File: src/rtl/if_id_reg_bp.sv
// if_id_reg_bp: IF/ID pipeline register with freeze, flush and a deferred-flush FSM.
// Define IFID_STATS_EN to enable the saturating flush/stall statistics counters.
module if_id_reg_bp #(
    parameter int WORD_LEN = 32,
    parameter int CNT_W    = 32
) (
    input  logic                clk,
    input  logic                rst,
    input  logic                freeze,
    input  logic                flush,
    input  logic [WORD_LEN-1:0] PC_in,
    input  logic [WORD_LEN-1:0] instruction_in,
    input  logic                predict_taken_in,
    output logic [WORD_LEN-1:0] PC,
    output logic [WORD_LEN-1:0] instruction,
    output logic                predict_taken,
    output logic                valid,
    output logic                flush_pending,
    output logic [CNT_W-1:0]    flush_count,
    output logic [CNT_W-1:0]    stall_count
);
    typedef enum logic {RUN, PEND} state_t;
    state_t state, next_state;
    logic load_bubble, load_fetch;
    always_ff @(posedge clk or negedge rst) begin
        if (!rst) state <= RUN;
        else      state <= next_state;
    end
    // A flush seen while frozen is parked in PEND until freeze drops
    always_comb begin
        next_state = (state == RUN) ? ((freeze && flush) ? PEND : RUN) : (freeze ? PEND : RUN);
    end
    always_comb begin
        load_bubble = !freeze && (state == PEND || flush);
        load_fetch  = !freeze && state == RUN && !flush;
    end
    assign flush_pending = (state == PEND);
    always_ff @(posedge clk or negedge rst) begin
        if (!rst) begin
            PC            <= '0;
            instruction   <= '0;
            predict_taken <= 1'b0;
            valid         <= 1'b0;
        end else if (load_bubble) begin
            PC            <= '0;
            instruction   <= '0;
            predict_taken <= 1'b0;
            valid         <= 1'b0;
        end else if (load_fetch) begin
            PC            <= PC_in;
            instruction   <= instruction_in;
            predict_taken <= predict_taken_in;
            valid         <= 1'b1;
        end
    end
`ifdef IFID_STATS_EN
    always_ff @(posedge clk or negedge rst) begin
        if (!rst) begin
            flush_count <= '0;
            stall_count <= '0;
        end else begin
            if (load_bubble && flush_count != '1) flush_count <= flush_count + CNT_W'(1);
            if (freeze && stall_count != '1) stall_count <= stall_count + CNT_W'(1);
        end
    end
`else
    assign flush_count = '0;
    assign stall_count = '0;
`endif
endmodule

File: config.mk
export PLATFORM = sky130hd
export DESIGN_NAME = if_id_reg_bp
export DESIGN_NICKNAME = d
export VERILOG_FILES = /design/src/rtl/if_id_reg_bp.sv
export SDC_FILE = /design/constraint.sdc
export NUM_CORES = 1
export LEC_CHECK = 0
export ABC_AREA = 1
export CAP_MARGIN = 30
export CORE_UTILIZATION = 31
export CTS_BUF_LIST = sky130_fd_sc_hd__clkbuf_8 sky130_fd_sc_hd__clkbuf_16
export DETAILED_ROUTE_END_ITERATION = 7
export HOLD_SLACK_MARGIN = 0.06
export PLACE_DENSITY = 0.82
export RECOVER_POWER = 100
export SYNTH_ARGS = -nofsm -noshare
export SYNTH_HDL_FRONTEND = slang
export SYNTH_SLANG_ARGS = --single-unit
File: constraint.sdc
create_clock -name clk -period 1.2 [get_ports clk]
set_input_delay 0.12 -clock clk [delete_from_list [all_inputs] [get_ports clk]]
set_output_delay 0.12 -clock clk [all_outputs]
set_load 0.02 [all_outputs]
# Word level (Yosys, flattened, before mapping)
# Index checks and enable logic that the tools add are counted.
# totals
inputBits,69
elab_cells,25
regBits,67
out_inout_bits,131
# classes
n_bitwise,1
n_mux,11
n_reduce_logical,8
# op_table
cell,count
2-to-1 mux 32 bit,4
2-to-1 mux 1 bit,7
logical AND 1 bit,4
zero test 1 bit,2
nonzero test 2 bit,1
logical OR 1 bit,1
inverter 1 bit,1

# Logic depth before layout (Yosys ltp)
# Gate-level depths: netlist of run 1.
# depth
ltp_word,5
depth_mapped,5
depth_no_buf,3

# Worst setup path after synthesis of run 1
# OpenSTA, ideal clock, no wires.
# synth_timing
path_type,register to register
startpoint,reg state (netlist: flush_pending)
endpoint,reg PC[0]
setup_slack_ns,0.105
n_path_buf,2
synth_period_minus_slack_ns,1.095
t_required_ns,1.135
arrival_ns,1.030
setup_time_ns,0.065
stages_incl_launch_ff,6
path_cell_list,dfrtp_1 -> nor2_2 -> buf_4 -> buf_4 -> nand3_1 -> nand2_1
# synth_via
elab_chain_len,4
word_cells_on_any_way,7
cone_classes,mux (1); bitwise (1); reduce/logical (5)
# synth_rtl
element,line,source
"start, declared",23,"state_t state, next_state;"
"start signal, assigned",27,else state <= next_state;
inverter 1 bit,35,load_fetch = !freeze && state == RUN && !flush;
logical AND 1 bit (2 in series),35,
nonzero test 2 bit (no line),-,
"end signal, assigned",50,PC <= PC_in;
"end, declared",14,"output logic [WORD_LEN-1:0] PC,"
# Several ways; a longest one is shown, not always the timed one.
# A chain may end at the register's enable or synchronous reset.

# Final worst setup path of run 1
# layout_timing
startpoint,reg instruction[30]
endpoint,out instruction[30]
# layout_rtl
element,line,source
"start, declared",15,"output logic [WORD_LEN-1:0] instruction,"
"start signal, assigned",51,instruction <= instruction_in;
# No word-level cell between the ends.

==> results.md, run 1 <==
* Status: complete, no violations
* Met3 WL at 555 um
* Largest cells by area after synthesis: dfrtp_1 54%, buf_4 17%, nand2_1 16%, nand3_1 10%, buf_2 1.6%
* Seq cells post-synth at 67
* Post-route ant nets at 0
* Register area share after synthesis at 53.8%
* Top Layer Used: met4
* Hold_ws at 0.245 ns
* Nets@finish at 556
* Main synth FF type: dfrtp_1
* Largest family of logic cells by synthesized area: simple AND/OR/NAND/NOR gates
* Final Non-Filler Cells at 623
* Die Wd at 102 um
* TritonCTS clock tree: yes
* Drt wl/cell at 12.0 um
* Warnings, synthesis at 0
* Mux cell area share after synthesis at 0%
* DRC at 0
* Number of synthesized flops with an enable pin at 0
* Worst Setup Path Type: reg2out
* GPL Wtd Cong at 0.739
* Placed cells at 608
* DR WL met2 at 3660 um
* WL final at 7470 um
* Yosys top cell by area: dfrtp_1
* Clk pin slew, worst setup/hold paths at 0.07 ns
* Top cells by count, synth: 133 x nand2_1, 69 x buf_4, 67 x dfrtp_1
* XOR/XNOR share of the synthesized area at 0%
* Synth Area in Adders at 0%
* Syn Area/Cell at 8.80 um2
* Delay-heaviest family, CP: flip-flops
* Crit share post-route at 96.3%
* # Max-Cap Violations at 0
* DP HPWL at 5330 um
* Area grow syn2layout at 45.2%
* Power per cell area at 1240 nW/um2
* H-Tree Depth at 3
* M1 WL at 3140 um
* Height of the die at 102 um
* Yosys cell types at 11
* DR pass1 iterations at 4
* Core Area at 9770 um2
* Number of I/O port buffers at 135
* Initial antenna violation count at 0
* Top-count cell post-synth: nand2_1
* GRT Overall Usage at 15.0%
* Number of cell rows at 36
* Fillers at 959
* Critical path launch point type: flip-flop
* Final Skew at 0.00404 ns
* Vias in the first global route at 2563
* Total number of vias at 2571
* Iteration-0 DRC count of the detailed router at 74
* Worst EP required at 1.08 ns
* Layout cells sized above 1 at 5.51%
* CP max-delay cell: dfrtp_1
* Arr. time, crit path at 1.04 ns
* Synth Area in Compound Gates at 0%
* CTS Buf Count at 9
* CTS sink cnt at 67
* Yosys top cell area share at 53.8%
* Peak VDD IR at 0.000641 V
* N_diodes at 0
* Count of pins over their slew limit at 0
* CTS root buf: clkbuf_8
* Worst Tran Pin Value at 0.605 ns
* Post-CTS Setup Bufs at 0
* Fin. Hold Viols at 0
* Mapped Cells at 354
* Largest net degree at the start of global routing at 68
* Setup crit end kind: output port
* Crit path max fanout at 2
* Worst path cell trace: dlygate4sd2_1
* Synthesized area at 3120 um2
* Worst path bufs/invs at 1
* Post-synth ARST share at 100%
* Fmax at 0.866 GHz
* Static Leakage at 2.39 nW
* GR Overflow Total at 0
* Largest stage delay, worst path at 0.38 ns
* Synth Area in Simple Gates at 26.8%
* Clock Path Buffers at 2
* Worst rel slew slack at 59.7%
* Worst hold path type: in2reg
* Fin crit period at 1.16 ns
* Vias per cell at 4.13
* Setup violators final at 0
* First-pass GRT wire length at 11800 um
* Initial core utilization at 31.9%
* RSZ-0062 raised after global routing: false
* I/O pins at 200
* Die ar. at 10500 um2
* Clock latency on the worst-skew pair at 0.34 ns
where the power goes:
group / leakage (nW) / total [mW] / internal (mW) / switching [mW]
Sequential: 0.890 / 2.51 / 2.42 / 0.0930
Clock: 0.104 / 1.92 / 1.10 / 0.816
Combinational: 1.39 / 1.20 / 0.472 / 0.725
final cells by class:
class                      count  area, um2  area share [%]
inverter                       1       3.75          0.0830
timing repair buffer         144       1400            30.9
tap                          133        166            3.68
clock buffer                  12        165            3.65
multi-input combinational    264       1080            23.9
sequential                    67       1680            37.1
clock inverter                 2       35.0           0.774
cell usage in the layout (no fill, tap or decap):
master           instances
nand2_1                133
dfrtp_1                 67
clkdlybuf4s50_1         66
nand3_1                 65
conb_1                  64
clkdlybuf4s15_1         49
clkbuf_8                12
dlygate4sd2_1           10
clkbuf_1                 7
buf_4                    4
buf_12                   3
buf_2                    2
inv_2                    1
nor2_4                   1
nor2_1                   1
clkinv_2                 1
bufinv_16                1
dlygate4sd3_1            1
clkdlybuf4s15_2          1
buf_6                    1
registers in the layout, summed over array words and instances (netlist names):
name           flops
PC                32
instruction       32
flush_pending      1
predict_taken      1
valid              1
final timing paths:
| check | from | end | slack (ns) | cells past startpoint |
|---|---|---|---|---|
| max | instruction[30] | instruction[30] | 0.04 | 1 |
| min | freeze | PC[18] | 0.24 | 4 |
| max reg2reg | flush_pending | PC[31] | 0.15 | 4 |
| min reg2reg | instruction[18] | instruction[18] | 0.47 | 2 |
| max in group asynchronous | rst | instruction[15] | 0.36 | 3 |
| min in group asynchronous | rst | PC[12] | 0.43 | 3 |
cells by family after synthesis:
group,count (synthesis)
other,1
flip-flops,67
buffers and inverters,86
AND/OR/NAND/NOR,200
per-stage QoR:
step                      setup WS, ns  utilization [%]  power (mW)  setup TNS [ns]  instance area (um2)
after floorplan                  0.105                -        3.33               0                 3350
after global placement          0.0404             44.8        3.84               0                 4380
after detailed placement       -0.0225             44.8        3.86         -0.0352                 4380
after CTS                     0.000678             46.2        5.72               0                 4520
after global routing          0.000182             46.3        5.93               0                 4520
final                           0.0450             46.3        5.63               0                 4520
timing repair:
action                                 in CTS  in global routing
pin swaps                                   0                  0
hold buffers                                1                  0
gates resized for setup                    80                 52
endpoints found under the hold margin      67                  0
setup endpoints to repair                  67                 50
metal layers:
metal,track usage (%),up-vias
li1,-,1250
met4,8.13,0
met1,17.1,1194
met5,0,-
met3,4.79,9
met2,25.0,118
(Power assumes the default switching activity.)
==> run 2: changes to the inputs <==
Settings changed: ABC_AREA 1 to unset, PLACE_DENSITY 0.82 to 0.8.
==> results.md, run 2 <==
* GR Overflow Total at 0 (unchanged)
* Worst path bufs/invs at 1 (unchanged)
* Final Skew at 0.00574 ns (was 0.00404 ns)
* Largest stage delay, worst path at 0.38 ns (about the same)
* Largest cells by area after synthesis: dfrtp_1 49%, buf_4 15%, a22o_1 15%, nor2b_1 7.8%, buf_12 4.6% (was dfrtp_1 54%, buf_4 17%, nand2_1 16%, nand3_1 10%, buf_2 1.6%)
* Iteration-0 DRC count of the detailed router at 107 (was 74)
* Initial core utilization at 31.8% (was 31.9%)
* GRT Overall Usage at 12.7% (was 15.0%)
* Syn Area/Cell at 12.0 um2 (was 8.80 um2)
* Initial antenna violation count at 0 (unchanged)
* Vias per cell at 4.31 (was 4.13)
* CTS Buf Count at 9 (unchanged)
* Worst Tran Pin Value at 0.656 ns (was 0.605 ns)
* Largest regs: PC (32), instruction (32) (unchanged)
* Worst path cell trace: dlygate4sd2_1 (unchanged)
* Fin. Hold Viols at 0 (unchanged)
* GPL Wtd Cong at 0.724 (was 0.739)
* CTS root buf: clkbuf_8 (unchanged)
* Fillers at 1037 (was 959)
* Drt wl/cell at 12.9 um (was 12.0 um)
* H-Tree Depth at 3 (unchanged)
* Setup crit end kind: output port (unchanged)
* Setup violators final at 0 (unchanged)
* Worst r2r src: flush_pending (unchanged)
* Synthesized area at 3450 um2 (was 3120 um2)
* RSZ-0062 raised after global routing: false (unchanged)
* Post-synth ARST share at 100% (unchanged)
* RR Endpoint: PC[6] (was PC[31])
* Vias in the first global route at 2204 (was 2563)
* Final Non-Filler Cells at 563 (was 623)
* Nets@finish at 487 (was 556)
* Yosys cell types at 14 (was 11)
* FF+latch area at 1680 um2 (unchanged)
* Area grow syn2layout at 36.0% (was 45.2%)
* Power per cell area at 1180 nW/um2 (was 1240 nW/um2)
* Worst rel slew slack at 56.3% (was 59.7%)
* Crit share post-route at 96.1% (was 96.3%)
* Fmax at 0.867 GHz (was 0.866 GHz)
* Mapped Cells at 286 (was 354)
* Hold_ws at 0.132 ns (was 0.245 ns)
* Post-DP Area at 4620 um2 (was 4380 um2)
* Warnings, synthesis at 0 (unchanged)
* Hold wc startpoint: freeze (unchanged)
* Fin crit period at 1.15 ns (was 1.16 ns)
* CTS sink cnt at 67 (unchanged)
* Worst Setup Path Type: reg2out (unchanged)
* WL final at 7290 um (was 7470 um)
* Status: complete, no violations (unchanged)
* Yosys top cell area share at 48.7% (was 53.8%)
* Layout Cell Area excl Fill at 4690 um2 (was 4520 um2)
* Static Leakage at 2.25 nW (was 2.39 nW)
* Hold Crit Endpoint: instruction[0] (was PC[18])
* I/O pins at 200 (unchanged)
* Cells on worst reg2reg path at 3 (was 4)
* Height of the die at 107 um (was 102 um)
* DP HPWL at 5240 um (was 5330 um)
* Die ar. at 11500 um2 (was 10500 um2)
* TritonCTS clock tree: yes (unchanged)
* DRC at 0 (unchanged)
* Core Area at 10800 um2 (was 9770 um2)
* Delay-heaviest family, CP: flip-flops (unchanged)
* N_diodes at 0 (unchanged)
* Arr. time, crit path at 1.03 ns (was 1.04 ns)
* Register area share after synthesis at 48.7% (was 53.8%)
* # Max-Cap Violations at 0 (unchanged)
* Largest net degree at the start of global routing at 48 (was 68)
* Worst EP required at 1.08 ns (about the same)
* CP max-delay cell: dfrtp_1 (unchanged)
* Crit path max fanout at 2 (unchanged)
* Die Wd at 107 um (was 102 um)
* Total number of vias at 2427 (was 2571)
* Critical path launch point type: flip-flop (unchanged)
* Yosys top cell by area: dfrtp_1 (unchanged)
* DR pass1 iterations at 6 (was 4)
* Clock latency on the worst-skew pair at 0.33 ns (was 0.34 ns)
* Multi-input logic area at 1290 um2 (was 1080 um2)
* Top cells by count, synth: 69 x buf_4, 67 x dfrtp_1, 59 x a22o_1 (was 133 x nand2_1, 69 x buf_4, 67 x dfrtp_1)
* Commonest non-fill, non-tap cells in the layout: 67 x dfrtp_1, 66 x clkdlybuf4s50_1, 64 x conb_1 (was 133 x nand2_1, 67 x dfrtp_1, 66 x clkdlybuf4s50_1)
* Count of pins over their slew limit at 0 (unchanged)
* Clock Path Buffers at 2 (unchanged)
* Placed cells at 546 (was 608)
* Commonest non-fill, non-tap cell in the layout: dfrtp_1 (was nand2_1)
* Clk pin slew, worst setup/hold paths at 0.08 ns (was 0.07 ns)
* Main synth FF type: dfrtp_1 (unchanged)
* First-pass GRT wire length at 11300 um (was 11800 um)
* Peak VDD IR at 0.000644 V (was 0.000641 V)
* Post-CTS Setup Bufs at 0 (unchanged)
* Layout cells sized above 1 at 8.27% (was 5.51%)
* Worst hold path type: in2reg (unchanged)
* Hold Crit Depth at 2 (was 4)
* Post-route ant nets at 0 (unchanged)
* Number of cell rows at 38 (was 36)
* Reg2Reg Setup Slack at 0.07 ns (was 0.15 ns)
* Top-count cell post-synth: buf_4 (was nand2_1)
* Number of synthesized flops with an enable pin at 0 (unchanged)
* Seq cells post-synth at 67 (unchanged)
* Number of I/O port buffers at 135 (unchanged)
## run 2: logic make-up (layout without fill, tap and decap cells)
group,count (synthesis),after routing,share of synthesized area (%)
muxes,1,1,0.436
AOI/OAI and AO/OA,65,65,16.7
DFF,67,67,48.7
other,1,64,0.109
and+or+nand+nor,67,67,13.1
buffers and inverters,85,159,20.9
## run 2: cell type report
class	instances	share of cell area (%)
timing repair buffer	143	29.0
multi-input combinational	197	27.4
clock inverter	5	0.801
sequential	67	35.8
tap	140	3.74
clock buffer	11	3.23
## run 2: timing repair
| item | CTS | global route |
|---|---|---|
| gates resized for setup | 77 | 68 |
| setup endpoints to repair | 67 | 59 |
| hold buffers | 1 | 0 |
| endpoints found under the hold margin | 67 | 0 |
## run 2: worst max-delay path by stage
| stage | startpoint | to | slack, ns | depth (start not counted) |
|---|---|---|---|---|
| after global placement | flush | valid | -0.07 | 4 |
| final | PC[11] | PC[11] | 0.05 | 1 |
| after CTS | instruction[1] | instruction[1] | 0.0005 | 1 |
| after detailed placement | flush | valid | -0.09 | 4 |
| after global routing | PC[21] | PC[21] | 0.0006 | 1 |
| after floorplan | flush_pending | PC[10] | 0.02 | 4 |
## run 2: where the power goes
part	leakage, nW	switching (mW)	total, mW	internal (mW)
Combinational	1.27	0.707	1.28	0.575
Clock	0.0915	0.865	1.73	0.866
Sequential	0.891	0.0949	2.51	2.42
Total	2.25	1.67	5.53	3.86
## run 2: through the flow
step                      TNS (ns)  util, %  worst slack [ns]  power (mW)
after floorplan                  0        -            0.0224        3.48
after global placement     -0.0905     42.6           -0.0691        3.95
after detailed placement    -0.919     42.6           -0.0855        3.97
after CTS                        0     43.8          0.000478        5.62
after global routing             0     43.2          0.000601        5.81
final                            0     43.2            0.0463        5.53
## run 2: routing by layer
metal	global-route usage, %	vias up	wire, um
met2	20.0	123	3430
met4	6.26	0	123
met5	0	-	0
li1	-	1114	-
met1	16.1	1181	3160
met3	3.57	9	570
==> run 3: changes to the inputs <==
Settings changed: PLACE_DENSITY 0.8 to 0.82.
Clock period 1.2 ns to 1 ns, I/O delays scaled along.
==> results.md, run 3 (synthesis gave the netlist of run 2 again) <==
* Met1 usage at 15.5% (was 16.1%)
* Worst rel slew slack at 60.1% (was 56.3%)
* Initial antenna violation count at 0 (unchanged)
* Setup crit end kind: flip-flop (was output port)
* Worst hold path type: in2reg (unchanged)
* Vias in the first global route at 2526 (was 2204)
* H-Tree Depth at 3 (unchanged)
* N_diodes at 0 (unchanged)
* Commonest non-fill, non-tap cells in the layout: 77 x buf_4, 67 x buf_6, 66 x dfrtp_1, 66 x clkdlybuf4s50_1, 64 x conb_1 (was 67 x dfrtp_1, 66 x clkdlybuf4s50_1, 64 x conb_1)
* Hold wc startpoint: freeze (unchanged)
* WL final at 7910 um (was 7290 um)
* Setup violators final at 42 (was 0)
* Fin. Hold Viols at 0 (unchanged)
* Setup TNS at -2.92 ns (was 0 ns)
* Crit share post-route at 109%
* Number of cell rows at 38 (unchanged)
* GR peak layer: met2 (unchanged)
* Nets@finish at 562 (was 487)
* Final worst setup slack at -0.0883 ns (was 0.0463 ns)
* Fillers at 975 (was 1037)
* Fmax at 0.919 GHz
* Clock latency on the worst-skew pair at 0.34 ns (was 0.33 ns)
* Placed cells at 592 (was 546)
* GRT Overall Usage at 13.2% (was 12.7%)
* DRC at 0 (unchanged)
* # Max-Cap Violations at 0 (unchanged)
* Clk pin slew, worst setup/hold paths at 0.07 ns (was 0.08 ns)
* Largest net degree at the start of global routing at 68 (was 48)
* Die ar. at 11500 um2 (unchanged)
* Static Leakage at 2.80 nW (was 2.25 nW)
* Worst Setup Path Type: reg2reg (was reg2out)
* Total number of vias at 2648 (was 2427)
* DR pass1 iterations at 4 (was 6)
* CTS Buf Count at 9 (unchanged)
* Area grow syn2layout at 59.3% (was 36.0%)
* Worst EP required at 1.27 ns (was 1.08 ns)
* Number of I/O port buffers at 135 (unchanged)
* Layout cells sized above 1 at 35.7% (was 8.27%)
* Critical path launch point type: flip-flop (unchanged)
* First-pass GRT wire length at 11800 um (was 11300 um)
* DP HPWL at 5350 um (was 5240 um)
* TritonCTS clock tree: yes (unchanged)
* Largest regs: PC (32), instruction (32) (unchanged)
* Fin crit period at 1.09 ns
* Power per cell area at 1360 nW/um2 (was 1180 nW/um2)
* Final Non-Filler Cells at 638 (was 563)
* GPL Wtd Cong at 0.716 (was 0.724)
* Commonest non-fill, non-tap cell in the layout: buf_4 (was dfrtp_1)
* Count of pins over their slew limit at 0 (unchanged)
* Crit path max fanout at 19 (was 2)
* GR Overflow Total at 0 (unchanged)
* Peak VDD IR at 0.000583 V (was 0.000644 V)
* Vias per cell at 4.15 (was 4.31)
* Post-route ant nets at 0 (unchanged)
* Final Skew at 0.00527 ns (was 0.00574 ns)
* CTS sink cnt at 67 (unchanged)
* Worst setup endpoint: instruction[9] (was PC[11])
* Met3 usage at 3.93% (was 3.57%)
* DP Worst Slack at -0.271 ns (was -0.0855 ns)
* Worst Tran Pin Value at 0.598 ns (was 0.656 ns)
* Met2 Usage GRT at 22.4% (was 20.0%)
* Violated checks: setup timing
* Cells on worst reg2reg path at 4 (was 3)
* Status: complete, but fails checks (was complete, no violations)
* Reg2Reg Setup Slack at -0.09 ns (was 0.07 ns)
* CP startpoint: flush_pending (was PC[11])
* RR Endpoint: instruction[9] (was PC[6])
* Die Wd at 107 um (unchanged)
* Initial core utilization at 31.8% (unchanged)
* CTS root buf: clkbuf_8 (unchanged)
* Worst r2r src: flush_pending (unchanged)
* I/O pins at 200 (unchanged)
* Drt wl/cell at 12.4 um (was 12.9 um)
* RSZ-0062 raised after global routing: true (was false)
* Arr. time, crit path at 1.36 ns (was 1.03 ns)
* Height of the die at 107 um (unchanged)
* Clock Path Buffers at 2 (unchanged)
* Iteration-0 DRC count of the detailed router at 95 (was 107)
* Core Area at 10800 um2 (unchanged)
run 3: metal layers:
layer | vias up | share of wire (%) | wire length (um)
met5 | - | 0 | 0
met4 | 0 | 1.4 | 113
met3 | 10 | 8.0 | 632
met2 | 123 | 48 | 3830
met1 | 1253 | 42 | 3340
li1 | 1262 | - | -
run 3: power by group:
part	switching [mW]	leakage [nW]	internal (mW)	total [mW]
Clock	1.02	0.108	1.35	2.36
Sequential	0.146	0.890	2.90	3.05
Combinational	0.918	1.80	1.12	2.04
Total	2.08	2.80	5.37	7.45
run 3: area by class of cell:
class / instances / area (um2) / share of cell area (%)
Clock buffer: 12 / 165 / 3.01
Multi-Input combinational cell: 197 / 1290 / 23.5
Sequential cell: 67 / 1680 / 30.6
Clock inverter: 4 / 47.5 / 0.866
Timing Repair Buffer: 218 / 2130 / 38.9
Tap cell: 140 / 175 / 3.19
run 3: how the worst min path moves through the flow:
stage / end / slack (ns) / depth (start not counted)
final: PC[5] / 0.24 / 3
after floorplan: PC[0] / -0.20 / 0
after detailed placement: PC[2] / 0.15 / 2
after global routing: PC[5] / 0.23 / 3
after CTS: PC[5] / 0.21 / 3
after global placement: PC[2] / 0.14 / 2
run 3: worst max-delay path, cell delays in order (launching register included):
cell and delay, ns:
dfrtp_2 0.43, nor2_4 0.15, buf_12 0.13, buf_12 0.15
a22o_1 0.15
run 3: what timing repair did:
item,CTS,global route
endpoints found under the setup margin,109,132
cloned,0,1
setup buffers,11,17
hold endpoints to repair,67,0
hold buffers,1,0
pin swaps,2,9
gates resized for setup,360,42
run 3: per-stage QoR:
stage	area, um2	hold slack, ns	power, mW	util, %
after floorplan	3710	-0.196	4.19	-
after CTS	5200	0.213	7.36	47.9
after global placement	4950	0.141	4.90	45.6
final	5490	0.244	7.45	50.6
after global routing	5490	0.226	7.81	50.6
after detailed placement	4950	0.155	4.93	45.6
